--- config.mk ---
export PLATFORM = sky130hd
export DESIGN_NAME = switchbank_fifo_poll
export DESIGN_NICKNAME = d
export VERILOG_FILES = /design/src/rtl/switchbank_fifo_poll.sv
export SDC_FILE = /design/constraint.sdc
export NUM_CORES = 1
export LEC_CHECK = 0
export ABC_CLOCK_PERIOD_IN_PS = 2700
export CAP_MARGIN = 20
export CORE_UTILIZATION = 40
export CTS_CLUSTER_DIAMETER = 100
export DETAILED_ROUTE_END_ITERATION = 16
export PLACE_DENSITY = 0.63
export SYNTH_ARGS = -nofsm -noshare
export SYNTH_HDL_FRONTEND = slang
export SYNTH_SLANG_ARGS = --single-unit
export TNS_END_PERCENT = 20
--- constraint.sdc ---
create_clock -name i_clk -period 2.7 [get_ports i_clk]
set_input_delay 0.27 -clock i_clk [delete_from_list [all_inputs] [get_ports i_clk]]
set_output_delay 0.27 -clock i_clk [all_outputs]
set_load 0.02 [all_outputs]
--- src/rtl/switchbank_fifo_poll.sv ---
// switchbank_fifo_poll: polled switch-bank peripheral. A debounced press of the
// active-low enter key captures the synchronised switch word into a DEPTH-entry
// FIFO. The CPU reads the FIFO head (a0=0) or a status word (a0=1). It uses ack
// to pop an entry or to clear the sticky overflow flag.
module switchbank_fifo_poll #(
    parameter int DATA_W          = 16,
    parameter int DEPTH           = 4,
    parameter int SYNC_STAGES     = 2,
    parameter int DEBOUNCE_CYCLES = 4
) (
    input  logic              i_clk,
    input  logic              i_rst,
    input  logic [DATA_W-1:0] i_switches,
    input  logic              i_enter_key,
    input  logic              i_a0,
    input  logic              i_ack,
    output logic [15:0]       o_data_out
);

    localparam int PTR_W = $clog2(DEPTH);
    localparam int CNT_W = (DEBOUNCE_CYCLES > 1) ? $clog2(DEBOUNCE_CYCLES) : 1;

    localparam logic [1:0] ST_RELEASED     = 2'd0;
    localparam logic [1:0] ST_PRESS_WAIT   = 2'd1;
    localparam logic [1:0] ST_PRESSED      = 2'd2;
    localparam logic [1:0] ST_RELEASE_WAIT = 2'd3;

    localparam logic [CNT_W-1:0] DB_LAST   = CNT_W'(DEBOUNCE_CYCLES - 1);
    localparam logic [CNT_W-1:0] CNT_ZERO  = CNT_W'(0);
    localparam logic [CNT_W-1:0] CNT_ONE   = CNT_W'(1);
    localparam logic [PTR_W-1:0] PTR_ZERO  = PTR_W'(0);
    localparam logic [PTR_W-1:0] PTR_ONE   = PTR_W'(1);
    localparam logic [PTR_W:0]   FILL_ZERO = (PTR_W + 1)'(0);
    localparam logic [PTR_W:0]   FILL_ONE  = (PTR_W + 1)'(1);
    localparam logic [PTR_W:0]   FILL_FULL = (PTR_W + 1)'(DEPTH);

    // Status word layout: count in the upper byte, flags in the low bits.
    function automatic logic [15:0] build_status(input logic [PTR_W:0] fill,
                                                 input logic ovf,
                                                 input logic full,
                                                 input logic not_empty);
        build_status = {8'(fill), 5'b00000, ovf, full, not_empty};
    endfunction

    logic [SYNC_STAGES-1:0] r_key_sync;
    logic [DATA_W-1:0]      r_sw_sync [SYNC_STAGES];
    logic [1:0]             r_state;
    logic [CNT_W-1:0]       r_cnt;
    logic [DATA_W-1:0]      r_mem [DEPTH];
    logic [PTR_W-1:0]       r_rd_ptr;
    logic [PTR_W-1:0]       r_wr_ptr;
    logic [PTR_W:0]         r_count;
    logic                   r_ovf;

    logic                   w_ks;
    logic [DATA_W-1:0]      w_sw;
    logic [1:0]             w_state_nxt;
    logic [CNT_W-1:0]       w_cnt_nxt;
    logic                   w_push;
    logic                   w_empty;
    logic                   w_full;
    logic                   w_pop;
    logic                   w_wr;
    logic                   w_ovf_set;
    logic                   w_ovf_clr;

    assign w_ks = r_key_sync[SYNC_STAGES-1];
    assign w_sw = r_sw_sync[SYNC_STAGES-1];

    // Synchronise the asynchronous key (idle high) and switch word into clk.
    always_ff @(posedge i_clk) begin
        if (i_rst) begin
            r_key_sync <= '1;
            for (int i = 0; i < SYNC_STAGES; i++) begin
                r_sw_sync[i] <= '0;
            end
        end else begin
            r_key_sync   <= {r_key_sync[SYNC_STAGES-2:0], i_enter_key};
            r_sw_sync[0] <= i_switches;
            for (int i = 1; i < SYNC_STAGES; i++) begin
                r_sw_sync[i] <= r_sw_sync[i-1];
            end
        end
    end

    // Debounce next-state logic; push fires once, on the cycle a press is accepted.
    always_comb begin
        w_state_nxt = r_state;
        w_cnt_nxt   = r_cnt;
        w_push      = 1'b0;
        case (r_state)
            ST_RELEASED: begin
                if (!w_ks) begin
                    w_state_nxt = ST_PRESS_WAIT;
                    w_cnt_nxt   = CNT_ZERO;
                end else begin
                    w_state_nxt = ST_RELEASED;
                end
            end
            ST_PRESS_WAIT: begin
                if (w_ks) begin
                    w_state_nxt = ST_RELEASED;
                end else if (r_cnt == DB_LAST) begin
                    w_state_nxt = ST_PRESSED;
                    w_push      = 1'b1;
                end else begin
                    w_cnt_nxt   = r_cnt + CNT_ONE;
                end
            end
            ST_PRESSED: begin
                if (w_ks) begin
                    w_state_nxt = ST_RELEASE_WAIT;
                    w_cnt_nxt   = CNT_ZERO;
                end else begin
                    w_state_nxt = ST_PRESSED;
                end
            end
            ST_RELEASE_WAIT: begin
                if (!w_ks) begin
                    w_state_nxt = ST_PRESSED;
                end else if (r_cnt == DB_LAST) begin
                    w_state_nxt = ST_RELEASED;
                end else begin
                    w_cnt_nxt   = r_cnt + CNT_ONE;
                end
            end
            default: begin
                w_state_nxt = ST_RELEASED;
                w_cnt_nxt   = CNT_ZERO;
            end
        endcase
    end

    // Debounce state and counter registers.
    always_ff @(posedge i_clk) begin
        if (i_rst) begin
            r_state <= ST_RELEASED;
            r_cnt   <= CNT_ZERO;
        end else begin
            r_state <= w_state_nxt;
            r_cnt   <= w_cnt_nxt;
        end
    end

    // FIFO control: a pop on a full FIFO frees the slot for a coincident push;
    // a pop on an empty FIFO is ignored, so a coincident push still lands.
    always_comb begin
        w_empty   = (r_count == FILL_ZERO);
        w_full    = (r_count == FILL_FULL);
        w_pop     = i_ack & ~i_a0 & ~w_empty;
        w_wr      = w_push & (~w_full | w_pop);
        w_ovf_set = w_push & w_full & ~w_pop;
        w_ovf_clr = i_ack & i_a0;
    end

    // FIFO storage; contents are don't-care until written, so no reset.
    always_ff @(posedge i_clk) begin
        if (w_wr) begin
            r_mem[r_wr_ptr] <= w_sw;
        end else begin
            r_mem[r_wr_ptr] <= r_mem[r_wr_ptr];
        end
    end

    // FIFO pointers, fill count and sticky overflow (set beats clear).
    always_ff @(posedge i_clk) begin
        if (i_rst) begin
            r_rd_ptr <= PTR_ZERO;
            r_wr_ptr <= PTR_ZERO;
            r_count  <= FILL_ZERO;
            r_ovf    <= 1'b0;
        end else begin
            if (w_wr) begin
                r_wr_ptr <= r_wr_ptr + PTR_ONE;
            end else begin
                r_wr_ptr <= r_wr_ptr;
            end
            if (w_pop) begin
                r_rd_ptr <= r_rd_ptr + PTR_ONE;
            end else begin
                r_rd_ptr <= r_rd_ptr;
            end
            if (w_wr && !w_pop) begin
                r_count <= r_count + FILL_ONE;
            end else if (w_pop && !w_wr) begin
                r_count <= r_count - FILL_ONE;
            end else begin
                r_count <= r_count;
            end
            if (w_ovf_set) begin
                r_ovf <= 1'b1;
            end else if (w_ovf_clr) begin
                r_ovf <= 1'b0;
            end else begin
                r_ovf <= r_ovf;
            end
        end
    end

    // Read mux: status word, or zero-extended FIFO head (zero when empty).
    always_comb begin
        if (i_a0) begin
            o_data_out = build_status(r_count, r_ovf, w_full, ~w_empty);
        end else if (w_empty) begin
            o_data_out = 16'h0000;
        end else begin
            o_data_out = 16'(r_mem[r_rd_ptr]);
        end
    end

endmodule

# Word-level counts from Yosys, hierarchy flattened
# Memories as Yosys holds them, arrays and structs flattened. A register that Yosys moved wholly into a read port is not among the register bits.
# Index checks and enable logic that the tools add are counted.
[totals] register_bits=14 latch_bits=0 mem_bits_rw=96 mem_bits_ro=0 wordCells=84 mem_count=2
[op_classes] add_sub_neg=5 n_mul=0 div=0 order_cmp=0 n_eq_ne=12 shift=0 muxes=33 bitwise_logic=14 reduce_logical=11
[memory_table] name="r_mem" depth=4 width=16 rd=1 rd_clocked_by_memory_dff=1 wr=1 line="49" rtl="logic [DATA_W-1:0] r_mem [DEPTH];"
[memory_table] name="r_sw_sync" depth=2 width=16 rd=2 rd_clocked_by_memory_dff=0 wr=2 line="46" rtl="logic [DATA_W-1:0] r_sw_sync [SYNC_STAGES];"
[ops] operator="16-bit two-way mux" n=5
[ops] operator="2-bit two-way mux" n=11
[ops] operator="2-bit one-hot mux with 4 select lines" n=2
[ops] operator="1-bit two-way mux" n=13
[ops] operator="2-bit inequality test (second input constant)" n=4
[ops] operator="2-bit by 1-bit adder with 2-bit output (second input constant)" n=3
[ops] operator="1-bit AND" n=6
[ops] operator="2-bit == test (second input constant)" n=3
[ops] operator="3-bit two-way mux" n=2
[ops] operator="3-bit inequality test (second input constant)" n=2
[ops] operator="1-bit inverter" n=4
[ops] operator="1-bit bitwise OR" n=4
[ops] operator="2-bit AND reduction" n=2
[ops] operator="4-bit AND reduction" n=1
[ops] operator="2-bit nonzero test" n=2
[ops] operator="3-bit by 1-bit adder with 3-bit output (second input constant)" n=1
[ops] operator="3-bit == test (second input constant)" n=1
[ops] operator="3-bit logical NOT" n=1
[ops] operator="3-bit by 1-bit subtractor with 3-bit output (second input constant)" n=1
[ops] operator="2-bit by 1-bit == test with 1-bit output (second input constant)" n=1
[ops] operator="1-bit logical AND" n=2
[ops] operator="1-bit logical NOT" n=2
[ops] operator="2-bit logical NOT" n=1
[ops] operator="0-bit inequality test" n=1

# Longest topological paths before layout
[depth] word_depth=9 mapped_depth=10 mapped_depth_nobuf=9

# Worst setup path after synthesis
# No wires, ideal clock.
[synth_timing] kind="register to register" startpoint="reg r_count[0]" endpoint="reg r_count[2]" arrival_time_ps=2333 required_time_ps=2630 setup_slack_ps=296 path_stages_with_launch=11 synth_period_minus_slack_ps=2404 path_cell_list="dfxtp_1 > nor3_1 > nor2_2 > clkbuf_1 > nand2_1 > ha_1 > inv_1 > fa_1 > xor2_1 > or3_1 > a21oi_1"
[synth_between] elab_chain_len=8 elab_cells_between_ends=16
[synth_rtl] element="start, declared" line="52" rtl="logic [PTR_W:0] r_count;"
[synth_rtl] element="start signal, assigned" line="184" rtl="r_count <= r_count + FILL_ONE;"
[synth_rtl] element="start signal, assigned" line="186" rtl="r_count <= r_count - FILL_ONE;"
[synth_rtl] element="start signal, assigned" line="188" rtl="r_count <= r_count;"
[synth_rtl] element="3-bit logical NOT" line="148" rtl="w_empty = (r_count == FILL_ZERO);"
[synth_rtl] element="1-bit inverter" line="150" rtl="w_pop = i_ack & ~i_a0 & ~w_empty;"
[synth_rtl] element="1-bit AND" line="150"
[synth_rtl] element="1-bit bitwise OR" line="151" rtl="w_wr = w_push & (~w_full | w_pop);"
[synth_rtl] element="1-bit AND" line="151"
[synth_rtl] element="1-bit logical NOT" line="185" rtl="end else if (w_pop && !w_wr) begin"
[synth_rtl] element="1-bit logical AND" line="185"
[synth_rtl] element="2-bit nonzero test (no line)"
# Several ways; a longest one is shown, not always the timed one. The select of a mux whose other input is x is not followed.
# A chain may end at the register's enable or synchronous reset.

==> results.md <==
* Status: finished, final reports clean
* Vertical die dimension at 103 um
* Wirelength per Cell at around 15 um
* Number of H-tree levels at 3
* Count of standard-cell rows at 36
* Post-CTS Setup Repair Bufs at 0
* Maximum number of pins on one net before global-route repair at 50
* Setup repair after global routing missed its margin: no
* Capturing point of the worst reg2reg path: r_count[2]
* Multi-input combinational cell area at 0.00113 mm^2
* Minimum period implied by the final worst setup slack at 2.50 ns
* Fraction of layout cells with a size suffix above 1 at 17.2%
* Number of setup violations in the final report at 0
* Most used standard cell by instance count after synthesis: sky130_fd_sc_hd__edfxtp_1
* Chain of cells forming the critical path: buf_12 -> mux4_2 -> a22o_2 -> clkdlybuf4s50_1
* Detailed-route vias per instance at ~4.8
* Total Neg Setup Slack at 0 ns
* Delay of the slowest critical-path stage at 0.53 ns
* Synthesized flop and latch total at 112
* # clock sinks at 112
* Number of design-rule violations left by the first detailed-router iteration at 43
* Post-CTS Hold Fix Bufs at 0
* Family of cells with the greatest summed delay on the critical path: buffers and inverters
* Portion of synthesized cell area occupied by the leading cell type at 47.2%
* Leakage at 1.64 nW
* Number of antenna violations at the first check in global routing at 0
* Highest Clock Rate at 0.400 GHz
* Reg clk slew, reported paths at 0.10 ns
* # Max-Cap Violations at 0
* Avg Cell Area, Syn at 16.1 um^2
* Transition time at the pin with the least slew margin at 0.499 ns
* Deepest clock path buffer count at 2
* Number of buffers inserted by port buffering at 36
* Number of nets in the synthesized netlist at roughly 280
* Die area at 0.0106 mm^2
* Worst-Skew Late Latency at 0.37 ns
* Cell types with the largest area share after synthesis: sky130_fd_sc_hd__edfxtp_1, sky130_fd_sc_hd__dfxtp_1, sky130_fd_sc_hd__mux4_2
* Initial core utilization at 41.5%
* Worst Setup End Kind: output port
* Inserted Clock Buffers at 9
* Number of global-route vias before repair at 1976
* Nets at 326
* Number of cells in the design after placement at 420
* Wire length of the first global-routing pass at 10.1 mm
* R2R Setup Slk at between 0.2 and 0.3 ns
* # fillers at 869
* Count of instances resized after the clock tree is built at 0
* Post-Synthesis Cell Area at 0.00408 mm^2
* Global-route usage over all layers at 13.2%
* Routability congestion estimate from global placement at about 0.72
* Cell types with the highest counts after synthesis: sky130_fd_sc_hd__edfxtp_1, sky130_fd_sc_hd__dfxtp_1, sky130_fd_sc_hd__nor2b_1
* Cell count after synthesis at 253
* Area inside the core boundary at 0.00982 mm^2
* Root buffer cell: sky130_fd_sc_hd__clkbuf_8
* Number of search-and-repair iterations in the first detailed-routing pass at 4
* Synthesis-to-layout area growth at 18.8%
* Setup Skew at 0.0121 ns
* RR Startpoint: r_cnt[0]
* Final hold violation count at 0
* Post-synth top flop: sky130_fd_sc_hd__edfxtp_1
* Number of stages on the worst setup path at 4
* Number of distinct library cells after synthesis at 35
* Vias after detailed routing at 2079
* Tightest hold margin at 0.419 ns
* Post-route DRC at 0
* Capturing element of the worst setup path: o_data_out[8]
* Number of antenna repair diodes at 0
* Required time at the worst-slack endpoint at roughly 2.4 ns
* Boundary Pins at 37
* Count of flip-flops with a built-in enable after synthesis at 64
* Total half-perimeter wirelength after legalization and detailed placement at 3.99 mm
* Overflow left after global routing at 0
* Post-synthesis cell type with the largest combined area: sky130_fd_sc_hd__edfxtp_1
* Setup CP Type: reg -> out
* Chip width at between 100 and 150 um
* Number of cells on the worst reg-to-reg path at 9
* Worst-path fanout max at 16
* Sequential-to-total area share from yosys stat at 70.7%
* Worst-path cell with the longest stage delay: sky130_fd_sc_hd__mux4_2
* Worst supply voltage drop on vdd at roughly 300 uV
* Final non-filler cell total at around 440
* Total routed wirelength at 6.36 mm
* Clock tree from TritonCTS: done
* Post-synthesis async set-or-reset flop share at 0%
* Crit path launch type: register
* Count of warnings emitted by yosys at 0
* P per Cell Area at about 600 mW/mm^2
* Arrival @ worst endpoint at 2.23 ns
* Combined buffer and inverter count along the critical path at 2
* Number of nets with antenna violations after detailed routing at 0
* Final critical-path share of the clock period at 92.7%
* Sequential standard cell area at 0.00288 mm^2
* Min-delay worst type: reg -> reg
* Final count of pins violating max slew at 0
* Slew Limit Headroom at 66.7%
==> stage by stage <==
stage                     cell area [um^2]  utilization (%)  total power [mW]  worst slack [ns]
after floorplan                       4080                -              1.90             0.296
after global placement                4650             47.3              1.94             0.134
after detailed placement              4650             47.3              1.94            0.0595
after CTS                             4840             49.3              2.88             0.153
after global routing                  4840             49.3              2.95            0.0902
final                                 4840             49.3              2.85             0.197
==> registers in the layout, summed over array words and instances (netlist names), named ones only <==
register	cells
r_rd_ptr	2
r_key_sync	2
r_wr_ptr	2
r_mem	64
r_state	1
r_cnt	2
r_sw_sync	32
r_count	3
r_ovf	1
==> report_power, final <==
| part | switching (mW) | leakage (nW) | total [mW] | internal (mW) |
|---|---|---|---|---|
| registers | 0.0126 | 0.983 | 1.83 | 1.82 |
| clock network | 0.585 | 0.101 | 0.948 | 0.363 |
| logic | 0.0257 | 0.553 | 0.0687 | 0.0430 |
| total | 0.623 | 1.64 | 2.85 | 2.22 |
==> layer usage <==
| metal | routed length (um) | up-vias | share of wire (%) | track usage [%] |
|---|---|---|---|---|
| met5 | 0 | - | 0 | 0 |
| met4 | 146 | 0 | 2.3 | 7.15 |
| met3 | 178 | 10 | 2.8 | 2.10 |
| met2 | 3100 | 31 | 49 | 20.8 |
| met1 | 2930 | 1027 | 46 | 17.5 |
| li1 | - | 1011 | - | - |
==> placed cells by master, fill, tap and decap left out, types with 2 or more instances in the layout <==
cell	Yosys	layout
sky130_fd_sc_hd__or3_1	4	4
sky130_fd_sc_hd__xor2_1	3	3
sky130_fd_sc_hd__clkbuf_8	0	9
sky130_fd_sc_hd__edfxtp_1	64	64
sky130_fd_sc_hd__nor2b_1	32	32
sky130_fd_sc_hd__buf_4	1	7
sky130_fd_sc_hd__inv_1	4	4
sky130_fd_sc_hd__and2_2	4	4
sky130_fd_sc_hd__nand2b_1	3	3
sky130_fd_sc_hd__inv_8	0	2
sky130_fd_sc_hd__ha_1	6	6
sky130_fd_sc_hd__o21ai_0	4	4
sky130_fd_sc_hd__clkdlybuf4s50_1	0	36
sky130_fd_sc_hd__nor3_1	3	3
sky130_fd_sc_hd__nor2_1	10	10
sky130_fd_sc_hd__a21oi_1	6	6
sky130_fd_sc_hd__mux4_2	16	16
sky130_fd_sc_hd__inv_6	0	2
sky130_fd_sc_hd__dfxtp_1	48	48
sky130_fd_sc_hd__mux2i_1	2	2
sky130_fd_sc_hd__nand2_1	3	3
sky130_fd_sc_hd__and2_1	11	11
sky130_fd_sc_hd__or2_2	2	2
sky130_fd_sc_hd__a211oi_1	2	2
sky130_fd_sc_hd__a22o_1	3	3
sky130_fd_sc_hd__buf_12	0	2
==> cell type report <==
cell class                 instances  share of cell area (%)
clock inverter                     7                    1.45
inverter                           4                   0.310
timing repair buffer              45                    9.36
tap                              133                    3.44
clock buffer                       9                    2.56
multi-input combinational        126                    23.3
sequential                       112                    59.6
==> worst min-delay path by stage <==
stage,end,from,cells past startpoint,slack (ns)
after floorplan,r_key_sync[0],i_enter_key,1,0.37
after global placement,r_key_sync[1],r_key_sync[0],1,0.40
after detailed placement,r_key_sync[1],r_key_sync[0],1,0.40
after CTS,r_key_sync[1],r_key_sync[0],1,0.42
after global routing,r_sw_sync[0][10],i_switches[10],2,0.44
final,r_key_sync[1],r_key_sync[0],1,0.42
==> cells by family after synthesis <==
family,count (synthesis),share of synthesized area [%]
XOR/XNOR,3,0.645
AO/OA/AOI/OAI,21,3.93
adder cells (fa/ha/maj),7,2.33
multiplexers,19,9.70
AND/OR/NAND/NOR,76,11.1
buffers and inverters,15,1.54
flip-flops,112,70.7
==> worst reg2reg max path, cell delays in order, from the launching register on <==
cell and delay, ns:
sky130_fd_sc_hd__dfxtp_1 0.38, sky130_fd_sc_hd__ha_1 0.22, sky130_fd_sc_hd__nand2_1 0.11, sky130_fd_sc_hd__a2111oi_4 0.37, sky130_fd_sc_hd__ha_1 0.23, sky130_fd_sc_hd__inv_1 0.06, sky130_fd_sc_hd__fa_1 0.38, sky130_fd_sc_hd__xor2_1 0.16
sky130_fd_sc_hd__or3_1 0.30, sky130_fd_sc_hd__a21oi_1 0.14
Note: power is estimated with default switching activity, not from simulation.
